### src/rtl/audio_sample_sequencer.sv
// Per-sample stereo sequencer: pops a codec sample, feeds two TAPS-deep delay
// lines, runs a single shared accumulator over both channels, then pushes the result.
module audio_sample_sequencer #(
    parameter int WIDTH = 24,
    parameter int TAPS  = 8,
    parameter int SHIFT = 3
) (
    input  logic             CLOCK_50,
    input  logic             reset,
    input  logic             read_ready,
    input  logic [WIDTH-1:0] readdata_left,
    input  logic [WIDTH-1:0] readdata_right,
    output logic             read,
    input  logic             write_ready,
    output logic             write,
    output logic [WIDTH-1:0] writedata_left,
    output logic [WIDTH-1:0] writedata_right,
    input  logic             bypass,
    output logic             busy,
    output logic [15:0]      frame_count
);

    typedef enum logic [2:0] {IDLE, READ, LOAD, ACC, WAIT_WR} state_t;

    state_t state, state_next;

    logic signed [WIDTH-1:0]       cur_l, cur_r;
    logic                          byp;
    logic signed [WIDTH-1:0]       line_l [TAPS];
    logic signed [WIDTH-1:0]       line_r [TAPS];
    logic [SHIFT-1:0]              wr_ptr;
    logic [SHIFT:0]                idx;
    logic signed [WIDTH+SHIFT-1:0] acc, acc_sum, tap_ext;
    logic signed [WIDTH-1:0]       tap, sum_l;
    logic                          last_left, last_right;

    // Top idx bit selects the right channel, since TAPS is a power of two.
    always_comb begin
        tap        = idx[SHIFT] ? line_r[idx[SHIFT-1:0]] : line_l[idx[SHIFT-1:0]];
        tap_ext    = {{SHIFT{tap[WIDTH-1]}}, tap};
        acc_sum    = acc + tap_ext;
        last_left  = (idx == (SHIFT+1)'(TAPS - 1));
        last_right = (idx == (SHIFT+1)'(2 * TAPS - 1));
    end

    assign read  = (state == READ);
    assign write = (state == WAIT_WR) && write_ready;
    assign busy  = (state != IDLE);

    always_ff @(posedge CLOCK_50 or posedge reset) begin
        if (reset) state <= IDLE;
        else       state <= state_next;
    end

    always_comb begin
        state_next = state;
        case (state)
            IDLE:    if (read_ready) state_next = READ;
            READ:    state_next = LOAD;
            LOAD:    state_next = ACC;
            ACC:     if (last_right) state_next = WAIT_WR;
            WAIT_WR: if (write_ready) state_next = IDLE;
            default: state_next = IDLE;
        endcase
    end

    always_ff @(posedge CLOCK_50 or posedge reset) begin
        if (reset) begin
            cur_l           <= '0;
            cur_r           <= '0;
            byp             <= 1'b0;
            wr_ptr          <= '0;
            idx             <= '0;
            acc             <= '0;
            sum_l           <= '0;
            writedata_left  <= '0;
            writedata_right <= '0;
            frame_count     <= '0;
            for (int i = 0; i < TAPS; i++) begin
                line_l[i] <= '0;
                line_r[i] <= '0;
            end
        end else begin
            case (state)
                IDLE: begin
                    if (read_ready) begin
                        cur_l <= readdata_left;
                        cur_r <= readdata_right;
                        byp   <= bypass;
                    end
                end
                LOAD: begin
                    line_l[wr_ptr] <= cur_l >>> SHIFT;
                    line_r[wr_ptr] <= cur_r >>> SHIFT;
                    wr_ptr         <= wr_ptr + 1'b1;
                    acc            <= '0;
                    idx            <= '0;
                end
                ACC: begin
                    idx <= idx + 1'b1;
                    // Pre-scaled taps guarantee the sum fits in the low WIDTH bits.
                    if (last_left) begin
                        sum_l <= acc_sum[WIDTH-1:0];
                        acc   <= '0;
                    end else if (last_right) begin
                        acc             <= acc_sum;
                        writedata_left  <= byp ? cur_l : sum_l;
                        writedata_right <= byp ? cur_r : acc_sum[WIDTH-1:0];
                    end else begin
                        acc <= acc_sum;
                    end
                end
                WAIT_WR: begin
                    if (write_ready) frame_count <= frame_count + 16'd1;
                end
                default: ;
            endcase
        end
    end

endmodule

### config.mk
export PLATFORM = sky130hd
export DESIGN_NAME = audio_sample_sequencer
export DESIGN_NICKNAME = d
export VERILOG_FILES = /design/src/rtl/audio_sample_sequencer.sv
export SDC_FILE = /design/constraint.sdc
export NUM_CORES = 1
export LEC_CHECK = 0
export CAP_MARGIN = 20
export CORE_MARGIN = 2
export CORE_UTILIZATION = 24
export CTS_CLUSTER_SIZE = 24
export DETAILED_ROUTE_END_ITERATION = 10
export PLACE_DENSITY = 0.51
export SYNTH_ARGS = -nofsm -noshare
export SYNTH_HDL_FRONTEND = slang
export SYNTH_SLANG_ARGS = --single-unit
### constraint.sdc
create_clock -name CLOCK_50 -period 28.9 [get_ports CLOCK_50]
set_clock_uncertainty 0.05 [all_clocks]
set_input_delay 7.225 -clock CLOCK_50 [delete_from_list [all_inputs] [get_ports CLOCK_50]]
set_output_delay 7.225 -clock CLOCK_50 [all_outputs]
set_load 0.05 [all_outputs]
==> run metrics, run 1 <==
P_sw between 0.001 and 0.0015 W; syn_nets 1,713; CTS Sinks 507; die height 315 um; full die area 99,000 um^2; boundary pin count 120; crit path kind in2out; Max Buffers Root-to-Sink 3; clock power share 21.5%; Critical Path Stages 3; CTS tree done; Post-CTS Hold Buffers 0; number of synthesized flops with an enable pin 0; end of the critical path write; Reg2Reg Depth 11; final WL 66,400 um; Core Box Area between 90,000 and 100,000 um^2; Setup TNS 0 ns; insertion delay to the later sink of the worst-skew pair ~0.64 ns; period utilization between 50% and 60%; synth warn 0; grt total ovfl 0; power per cell area 120 nW/um^2; total CTS buffers 57; Worst Path Buf+Inv 2; CTS resizes 0; Leak 12.5 nW; worst slew pin tran 1.10 ns; Mapped Cells 1,633; minimum clock period 16.19 ns; Final Net Count 1,778; DP Area 25,700 um^2; Max Cap Viol 0; mapped cell area between 20,000 and 25,000 um^2; crit path cell chain clkdlybuf4s50_1 > and3_1 > clkdlybuf4s50_1; initial core utilization 24.3%; largest net degree at the start of global routing approximately 140; final instance area 27,600 um^2; DRC Markers 0; ys flop type dfrtp_1; # Post-CTS Setup Buffers 0; status completed; Worst slew margin a little over a quarter; Iter 0 DRT Violations roughly 1,000; critical path's top delay family buffers and inverters; first-pass iteration count of the detailed router 5; Int Pwr 0.00201 W; f_max 61.8 MHz; Die W 315 um; Worst Setup End Kind output port; mean post-synth cell area 14.2 um^2; Slowest cell on crit path clkdlybuf4s50_1; num rows 113; Seq cells post-synth 507; crit path from write_ready; worst hold path type reg2reg; Seq/Total Area, Yosys a little over half; htree depth 2; final hold vios 0; Syn-to-layout area delta 19.2%; initial antenna violation count 3; clock-pin slew on the worst setup and hold paths roughly 0.05 ns; Detailed Place HPWL 42,900 um; Final GP Congestion 0.849; post-route ant nets 0; first-pass GRT wire length 100,000 um; Logic pwr share between 40% and 50%; CP dominant cell by count clkdlybuf4s50_1; endpoints failing setup 0; flop2flop setup slack 23.26 ns; Hold Path Stages 1; Slew Viols, Final 0; worst reg2reg endpoint writedata_right[21]; hold_sp line_r[15]; Startpoint Class primary input; Worst R2R Start idx[1]; clock root buffer clkbuf_16; Seq pwr share ~38%; routed vias between 10,000 and 15,000; Max FO, Critical Path 7; I/O Buffers 119; Unique masters post-synth 52; Async S/R FF share, synth 100%; switch share 39.3%; GRT Total Usage a little over an eighth; Worst IR Drop VDD 0.0507 mV; crit-path max cell delay slightly below 0.9 ns; unrepaired setup endpoints after global routing false; DR WL/cell 22.1 um; layout cells sized above 1 between 20 and 25%; critical path arrival 8.91 ns; vias in the first global route 14,800; routed vias/inst 4.63; Critical Path RT 21.63 ns
logic make-up (layout without fill, tap and decap cells):
logic type      after synthesis  in the layout  synth area share, %
compound gates              158            158                 4.24
fa+ha+maj                    27             27                 1.49
buf+inv                     152            262                 2.54
simple gates                206            206                 4.04
xor+xnor                     37             37                 1.43
mux                         546            546                 31.5
other cells                   0              1                    0
flops                       507            507                 54.8
Yosys cell counts, types with 10 or more instances:
cell        n  area share, %
mux2_2    194            9.4
buf_1      48           0.78
nand2_1    96            1.6
buf_2      13           0.28
a22o_1     21           0.79
mux2_1    211             10
a21oi_1    35           0.76
inv_1      12           0.19
nor3_1     14           0.30
ha_1       26            1.4
o21ai_1    53            1.1
and3_1     14           0.38
mux2i_1    36            1.6
xor2_1     11           0.42
nand4_1    10           0.27
xnor2_1    25           0.95
nand3_1    29           0.63
dfrtp_1   507             55
clkbuf_1   78            1.3
o21ai_0    13           0.28
nor2_1     29           0.47
mux4_2    105             10
area by class of cell:
type | count | area [um^2]
clock buffers | 87 | 1700
diodes | 1 | 2.50
fillers | 9662 | 67700
multi-input cells | 974 | 9950
repair buffers | 146 | 1440
clock inverters | 17 | 168
flip-flops and latches | 507 | 12700
well taps | 1265 | 1580
inverters | 12 | 52.6
power groups by stage:
stage,sequential [W],combinational [W],clock [W]
finish,0.00125,0.00135,0.000715
detailed placement,0.00127,0.00137,0
CTS,0.00125,0.00138,0.000738
global placement,0.00124,0.00135,0
global route,0.00130,0.00146,0.000769
floorplan,0.00120,0.000928,0
through the flow:
step / hold slack (ns) / utilization (%) / power, W / setup slack (ns) / instances
after global routing: 0.444 / 29.0 / 0.00353 / 12.66 / 3008
final: 0.428 / 29.0 / 0.00332 / 12.71 / 3009
after global placement: 0.411 / 26.9 / 0.00259 / 12.69 / 2901
after floorplan: 0.402 / - / 0.00213 / 7.47 / 1633
after detailed placement: 0.419 / 26.9 / 0.00264 / 12.69 / 2901
after CTS: 0.432 / 28.9 / 0.00337 / 12.69 / 3005
sequential cells by signal (all words and copies together), names as in the netlist:
| signal | cells |
|---|---|
| byp | 1 |
| acc | 24 |
| idx | 4 |
| writedata_right | 24 |
| cur_l | 24 |
| cur_r | 24 |
| sum_l | 24 |
| writedata_left | 24 |
| frame_count | 16 |
| wr_ptr | 3 |
| line_l | 168 |
| state | 3 |
| line_r | 168 |
cell usage in the layout, fill, tap and decap left out, types with 14 or more instances in the layout:
cell type / instances
dfrtp_1: 504
mux2_1: 211
mux2_2: 194
clkdlybuf4s50_1: 119
mux4_2: 105
nand2_1: 95
clkbuf_16: 57
o21ai_1: 53
mux2i_1: 36
a21oi_1: 35
nor2_1: 26
nand3_1: 26
ha_1: 26
xnor2_1: 25
buf_4: 24
a22o_1: 21
clkbuf_8: 16
and3_1: 14
clkbuf_1: 14
routing by layer:
layer	share of wire, %	track usage, %	wire length [um]
met1	44	17.6	28900
met4	1.5	2.61	1020
met2	51	23.8	33800
met5	0	0	0
met3	4.0	1.96	2670
worst min path at each step:
| stage | to | slack (ns) |
|---|---|---|
| 2_1_floorplan | line_l[24] | 0.40 |
| 3_3_place_gp | frame_count[15] | 0.41 |
| 3_5_place_dp | line_l[6] | 0.42 |
| 4_1_cts | line_l[6] | 0.43 |
| 5_1_grt | line_l[6] | 0.44 |
| 6_report | line_r[15] | 0.43 |
No activity file was read; power rests on OpenSTA's default activity.
==> inputs of run 2 (changes only) <==
--- a/config.mk
+++ b/config.mk
@@ -10,7 +10,7 @@
 export CORE_UTILIZATION = 24
 export CTS_CLUSTER_SIZE = 24
 export DETAILED_ROUTE_END_ITERATION = 10
-export PLACE_DENSITY = 0.51
+export PLACE_DENSITY = 0.52
 export SYNTH_ARGS = -nofsm -noshare
 export SYNTH_HDL_FRONTEND = slang
 export SYNTH_SLANG_ARGS = --single-unit
==> constraint.sdc (replaced) <==
create_clock -name CLOCK_50 -period 14.1 [get_ports CLOCK_50]
set_clock_uncertainty 0.05 [all_clocks]
set_input_delay 3.525 -clock CLOCK_50 [delete_from_list [all_inputs] [get_ports CLOCK_50]]
set_output_delay 3.525 -clock CLOCK_50 [all_outputs]
set_load 0.05 [all_outputs]
==> run 2 against run 1 <==
  * Clock-buffer cell count decreased by 4
  * Register-to-register slack got worse by 15 ns
  * Core utilization decreased by 0.060 points
  * First-iteration DRC count decreased by 9.3%
  * Worst hold slack improved by 0.0016 ns
  * Sequential share of layout area increased by 0.10 points
  * Die area unchanged
  * Power increased by 100%
  * Combinational power increased by 100%
  * Via count decreased by 0.34%
  * Setup slack got worse by 7.8 ns
  * Largest power group unchanged
==> run metrics, run 2 (synthesis results as in run 1) <==
grt total ovfl 0 (unchanged); DR WL/cell 21.5 um (was 22.1 um); status completed (unchanged); # Post-CTS Setup Buffers 0 (unchanged); Leak 12.5 nW (about the same); clock root buffer clkbuf_16 (unchanged); first-pass iteration count of the detailed router 5 (unchanged); initial core utilization 24.3% (unchanged); initial antenna violation count 1 (was 3); Max Buffers Root-to-Sink 3 (unchanged); critical path arrival 5.60 ns (was 8.91 ns); Critical Path RT 10.52 ns (was 21.63 ns); die height 315 um (unchanged); Setup TNS 0 ns (unchanged); most common cell after layout, fill and taps aside dfrtp_1 (unchanged); full die area 99,000 um^2 (unchanged); worst hold path type reg2reg (unchanged); crit path cell chain clkdlybuf4s50_1 > and3_1 > clkdlybuf4s50_1 (unchanged); period utilization 65.1%; insertion delay to the later sink of the worst-skew pair 0.61 ns (was 0.64 ns); Max FO, Critical Path 7 (unchanged); routed vias 13,900 (about the same); Slowest cell on crit path clkdlybuf4s50_1 (unchanged); boundary pin count 120 (unchanged); clock-pin slew on the worst setup and hold paths 0.06 ns (was 0.05 ns); GR peak layer met2 (unchanged); met1 Usage GRT 17.7% (was 17.6%); Layout fillers 9,579 (was 9,662); Core Box Area 95,300 um^2 (unchanged); CTS tree done (unchanged); DP Area 25,600 um^2 (was 25,700 um^2); Worst R2R Start idx[0] (was idx[1]); Final Net Count 1,772 (was 1,778); Reg2Reg Depth 11 (unchanged); WHS 0.430 ns (was 0.428 ns); htree depth 2 (unchanged); worst reg2reg endpoint writedata_right[21] (unchanged); Hold Path Stages 1 (unchanged); Post-CTS Hold Buffers 0 (unchanged); WHS Endpoint line_l[2] (was line_r[15]); I/O Buffers 119 (unchanged); num rows 113 (unchanged); met3 Resource Use GR 1.88% (was 1.96%); power per cell area 246 nW/um^2 (was 120 nW/um^2); Syn-to-layout area delta 18.9% (was 19.2%); first-pass GRT wire length 98,400 um (was 100,000 um); Placement Setup Slack 4.90 ns (was 12.69 ns); crit path kind in2out (unchanged); most frequent cells in the layout dfrtp_1, mux2_1, mux2_2 (unchanged); Setup WS post-layout 4.93 ns (was 12.71 ns); Worst slew margin 25.6% (was 26.3%); CTS resizes 0 (unchanged); Worst IR Drop VDD 0.146 mV (was 0.0507 mV); crit-path max cell delay 0.94 ns (was 0.88 ns); largest net degree at the start of global routing 90 (was 137); DRC Markers 0 (unchanged); biggest regs line_l: 168 flops, line_r: 168 flops (unchanged); Worst Setup End Kind output port (unchanged); hold_sp line_l[2] (was line_r[15]); Slew Viols, Final 0 (unchanged); endpoints failing setup 0 (unchanged); GRT Total Usage 13.2% (was 13.5%); Die W 315 um (unchanged); final WL 64,400 um (was 66,400 um); Startpoint Class primary input (unchanged); final hold vios 0 (unchanged); Max Cap Viol 0 (unchanged); Worst Path Buf+Inv 2 (unchanged); M2 GR Usage 21.8% (was 23.8%); Final GP Congestion 0.877 (was 0.849); post-route ant nets 0 (unchanged); vias in the first global route 14,800 (about the same); critical path's top delay family buffers and inverters (unchanged); minimum clock period 9.17 ns; Detailed Place HPWL 42,200 um (was 42,900 um); total CTS buffers 55 (was 57); Power Total 0.00679 W (was 0.00332 W); unrepaired setup endpoints after global routing false (unchanged); routed vias/inst 4.63 (about the same); Iter 0 DRT Violations 911 (was 1,004); f_max 109 MHz; CTS Sinks 507 (unchanged); final instance area 27,500 um^2 (was 27,600 um^2); layout cells sized above 1 24.7% (was 24.8%); flop2flop setup slack 8.12 ns (was 23.26 ns); CP dominant cell by count clkdlybuf4s50_1 (unchanged); worst slew pin tran 1.12 ns (was 1.10 ns)
-- run 2: worst reg2reg max path: stages, from the launching register on --
cell	delay [ns]
dfrtp_4	1.07
buf_4	0.92
mux4_2	0.69
mux4_2	0.52
ha_1	0.36
a21oi_1	0.22
nand2_1	0.14
o21a_1	0.31
a221oi_1	0.58
nor3_1	0.11
nor3_1	0.66
a22oi_1	0.19
-- run 2: cell type report --
cell class                      count  area (um^2)  share of cell area, %
Antenna cell                        1         2.50                0.00909
Clock inverter                     15          196                  0.713
Timing Repair Buffer              142         1380                   5.03
Sequential cell                   507        12700                   46.1
Tap cell                         1265         1580                   5.75
Clock buffer                       83         1670                   6.07
Multi-Input combinational cell    974         9950                   36.1
Inverter                           12         48.8                  0.177
-- run 2: how the worst max path moves through the flow --
| stage | startpoint | endpoint | slack (ns) | depth (start not counted) |
|---|---|---|---|---|
| 3_3_place_gp | write_ready | write | 4.90 | 3 |
| 6_report | write_ready | write | 4.93 | 3 |
| 5_1_grt | write_ready | write | 4.87 | 3 |
| 3_5_place_dp | write_ready | write | 4.90 | 3 |
| 4_1_cts | write_ready | write | 4.90 | 3 |
| 2_1_floorplan | reset | acc[0] | 3.64 | 1 |
-- run 2: power breakdown --
part	leakage [nW]	total (W)	switching [W]	internal, W
Clock	0.924	0.00149	0.000600	0.000887
Combinational	4.88	0.00270	0.00147	0.00123
Sequential	6.65	0.00260	0.000558	0.00205
-- run 2: per-layer routing --
layer  up-vias  share of wire [%]
met3        98                4.0
met2       309                 49
met1      7379                 44
li1       6110                  -
met4         0                2.9
met5         -                  0
-- run 2: metrics by stage --
stage          std cells  utilization (%)
2_1_floorplan       1633                -
3_3_place_gp        2898             26.9
3_5_place_dp        2898             26.9
4_1_cts             2996             28.9
5_1_grt             2998             28.9
6_report            2999             28.9
==> inputs of run 3 (changes only) <==
==> constraint.sdc (replaced) <==
create_clock -name CLOCK_50 -period 7.4 [get_ports CLOCK_50]
set_clock_uncertainty 0.05 [all_clocks]
set_input_delay 1.85 -clock CLOCK_50 [delete_from_list [all_inputs] [get_ports CLOCK_50]]
set_output_delay 1.85 -clock CLOCK_50 [all_outputs]
set_load 0.05 [all_outputs]
==> run 3 against run 2 <==
  * Final cell count increased by 0.10%
  * First-iteration DRC count decreased by 12%
  * Critical path depth unchanged
  * Sequential power increased by 92%
  * Combinational power increased by 90%
  * Die area unchanged
  * Sequential share of layout area decreased by 0.094 points
  * Global-route usage increased by 0.093 points
  * Critical path type unchanged
  * Largest power group unchanged
  * Highest routed layer is now met5
==> run metrics, run 3 (synthesis results as in run 1) <==
status completed (unchanged); critical path's top delay family buffers and inverters (unchanged); Leak 12.5 nW (about the same); Final GP Congestion 0.815 (was 0.877); Worst Path Buf+Inv 2 (unchanged); Power Total 0.0130 W (was 0.00679 W); final WL 65,100 um (was 64,400 um); worst slew pin tran 1.12 ns (about the same); num rows 113 (unchanged); most common cell after layout, fill and taps aside dfrtp_1 (unchanged); final hold vios 0 (unchanged); grt total ovfl 0 (unchanged); unrepaired setup endpoints after global routing false (unchanged); CTS resizes 0 (unchanged); DRC Markers 0 (unchanged); routed vias 13,900 (about the same); Final Net Count 1,770 (was 1,772); Max Cap Viol 0 (unchanged); Startpoint Class primary input (unchanged); Placement Setup Slack 1.55 ns (was 4.90 ns); CTS tree done (unchanged); first-pass iteration count of the detailed router 5 (unchanged); Int Pwr 0.00793 W (was 0.00416 W); Worst slew margin 25.7% (was 25.6%); CTS Sinks 507 (unchanged); P_sw 0.00510 W (was 0.00263 W); Die W 315 um (unchanged); worst reg2reg endpoint sum_l[22] (was writedata_right[21]); Max Buffers Root-to-Sink 3 (unchanged); GRT Total Usage 13.2% (about the same); vias in the first global route 15,000 (was 14,800); Setup TNS 0 ns (unchanged); layout cells sized above 1 24.8% (was 24.7%); f_max 171 MHz; CP dominant cell by count clkdlybuf4s50_1 (unchanged); initial core utilization 24.3% (unchanged); largest net degree at the start of global routing 170 (was 90); Slowest cell on crit path clkdlybuf4s50_1 (unchanged); flop2flop setup slack 2.24 ns (was 8.12 ns); initial antenna violation count 2 (was 1); WHS 0.431 ns (was 0.430 ns); Syn-to-layout area delta 19.2% (was 18.9%); worst hold path type reg2reg (unchanged); total CTS buffers 55 (unchanged); Logic pwr share 39.4% (was 39.7%); Hold Path Stages 2 (was 1); htree depth 2 (unchanged); # Post-CTS Setup Buffers 0 (unchanged); Detailed Place HPWL 42,300 um (was 42,200 um); Worst IR Drop VDD 0.248 mV (was 0.146 mV); Worst R2R Start idx[1] (was idx[0]); minimum clock period 5.84 ns; Worst Setup End Kind output port (unchanged); crit-path max cell delay 0.94 ns (about the same); clock root buffer clkbuf_16 (unchanged); die height 315 um (unchanged); Slew Viols, Final 0 (unchanged); crit path cell chain clkdlybuf4s50_1 > and3_1 > clkdlybuf4s50_1 (unchanged); Post-CTS Hold Buffers 0 (unchanged); full die area 99,000 um^2 (unchanged); first-pass GRT wire length 98,400 um (about the same); Core Box Area 95,300 um^2 (unchanged); power per cell area 472 nW/um^2 (was 246 nW/um^2); crit path kind in2out (unchanged); Setup WS post-layout 1.56 ns (was 4.93 ns); clock power share 22.3% (was 21.9%); DR WL/cell 21.7 um (was 21.5 um); critical path arrival 3.94 ns (was 5.60 ns); boundary pin count 120 (unchanged); Seq pwr share 38.3% (was 38.4%); routed vias/inst 4.65 (was 4.63); hold_sp writedata_right[14] (was line_l[2]); endpoints failing setup 0 (unchanged); post-route ant nets 0 (unchanged); Reg2Reg Depth 11 (unchanged); Max FO, Critical Path 7 (unchanged); WHS Endpoint writedata_right[14] (was line_l[2]); clock-pin slew on the worst setup and hold paths 0.06 ns (about the same); insertion delay to the later sink of the worst-skew pair 0.64 ns (was 0.61 ns); most frequent cells in the layout dfrtp_1, mux2_1, mux2_2 (unchanged); Iter 0 DRT Violations 801 (was 911); biggest regs line_l: 168 flops, line_r: 168 flops (unchanged); I/O Buffers 119 (unchanged); period utilization 78.9%; Critical Path RT 5.50 ns (was 10.52 ns); switch share 39.1% (was 38.7%)
-- run 3: cell types whose count changed in the layout (fill, tap and decap cells not counted), sizes merged --
cell | previous run | this run
clkinv | 8 | 16
clkbuf | 83 | 77
buf | 23 | 21
bufinv | 4 | 6
clkinvlp | 2 | 3
-- run 3: area by class of cell --
cell class              count  area (um^2)
clock inverters            26          354
clock buffers              77         1570
diodes                      1         2.50
fillers                  9610        67700
repair buffers            140         1390
well taps                1265         1580
inverters                  12         48.8
multi-input cells         974         9950
flip-flops and latches    507        12700
-- run 3: per-layer routing --
metal  global-route usage [%]  routed length, um
met5                        0                 13
met4                     4.47               2120
met3                     2.03               2500
met2                     22.4              32200
met1                     17.3              28300
-- run 3: how the worst max path moves through the flow --
stage,startpoint,to,slack [ns],depth (start not counted)
6_report,write_ready,write,1.56,3
5_1_grt,write_ready,write,1.51,3
4_1_cts,write_ready,write,1.55,3
3_5_place_dp,write_ready,write,1.55,3
3_3_place_gp,write_ready,write,1.57,3
2_1_floorplan,reset,acc[0],-1.38,1
-- run 3: through the flow --
stage | std cells | instance area [um^2] | utilization [%]
6_report | 3002 | 27600 | 29.0
5_1_grt | 3002 | 27600 | 29.0
4_1_cts | 3001 | 27600 | 29.0
3_5_place_dp | 2898 | 25700 | 26.9
3_3_place_gp | 2898 | 25700 | 26.9
2_1_floorplan | 1633 | 23200 | -
-- run 3: power groups by stage --
stage | sequential [W] | combinational, W | clock, W
final | 0.00499 | 0.00514 | 0.00291
after global routing | 0.00517 | 0.00554 | 0.00310
after CTS | 0.00502 | 0.00523 | 0.00299
after detailed placement | 0.00507 | 0.00521 | 0
after global placement | 0.00496 | 0.00513 | 0
after floorplan | 0.00469 | 0.00362 | 0
-- run 3: worst min-delay path: stages, from the launching register on --
cell     delay [ns]
dfrtp_1        0.34
nand2_1        0.05
nand3_1        0.05
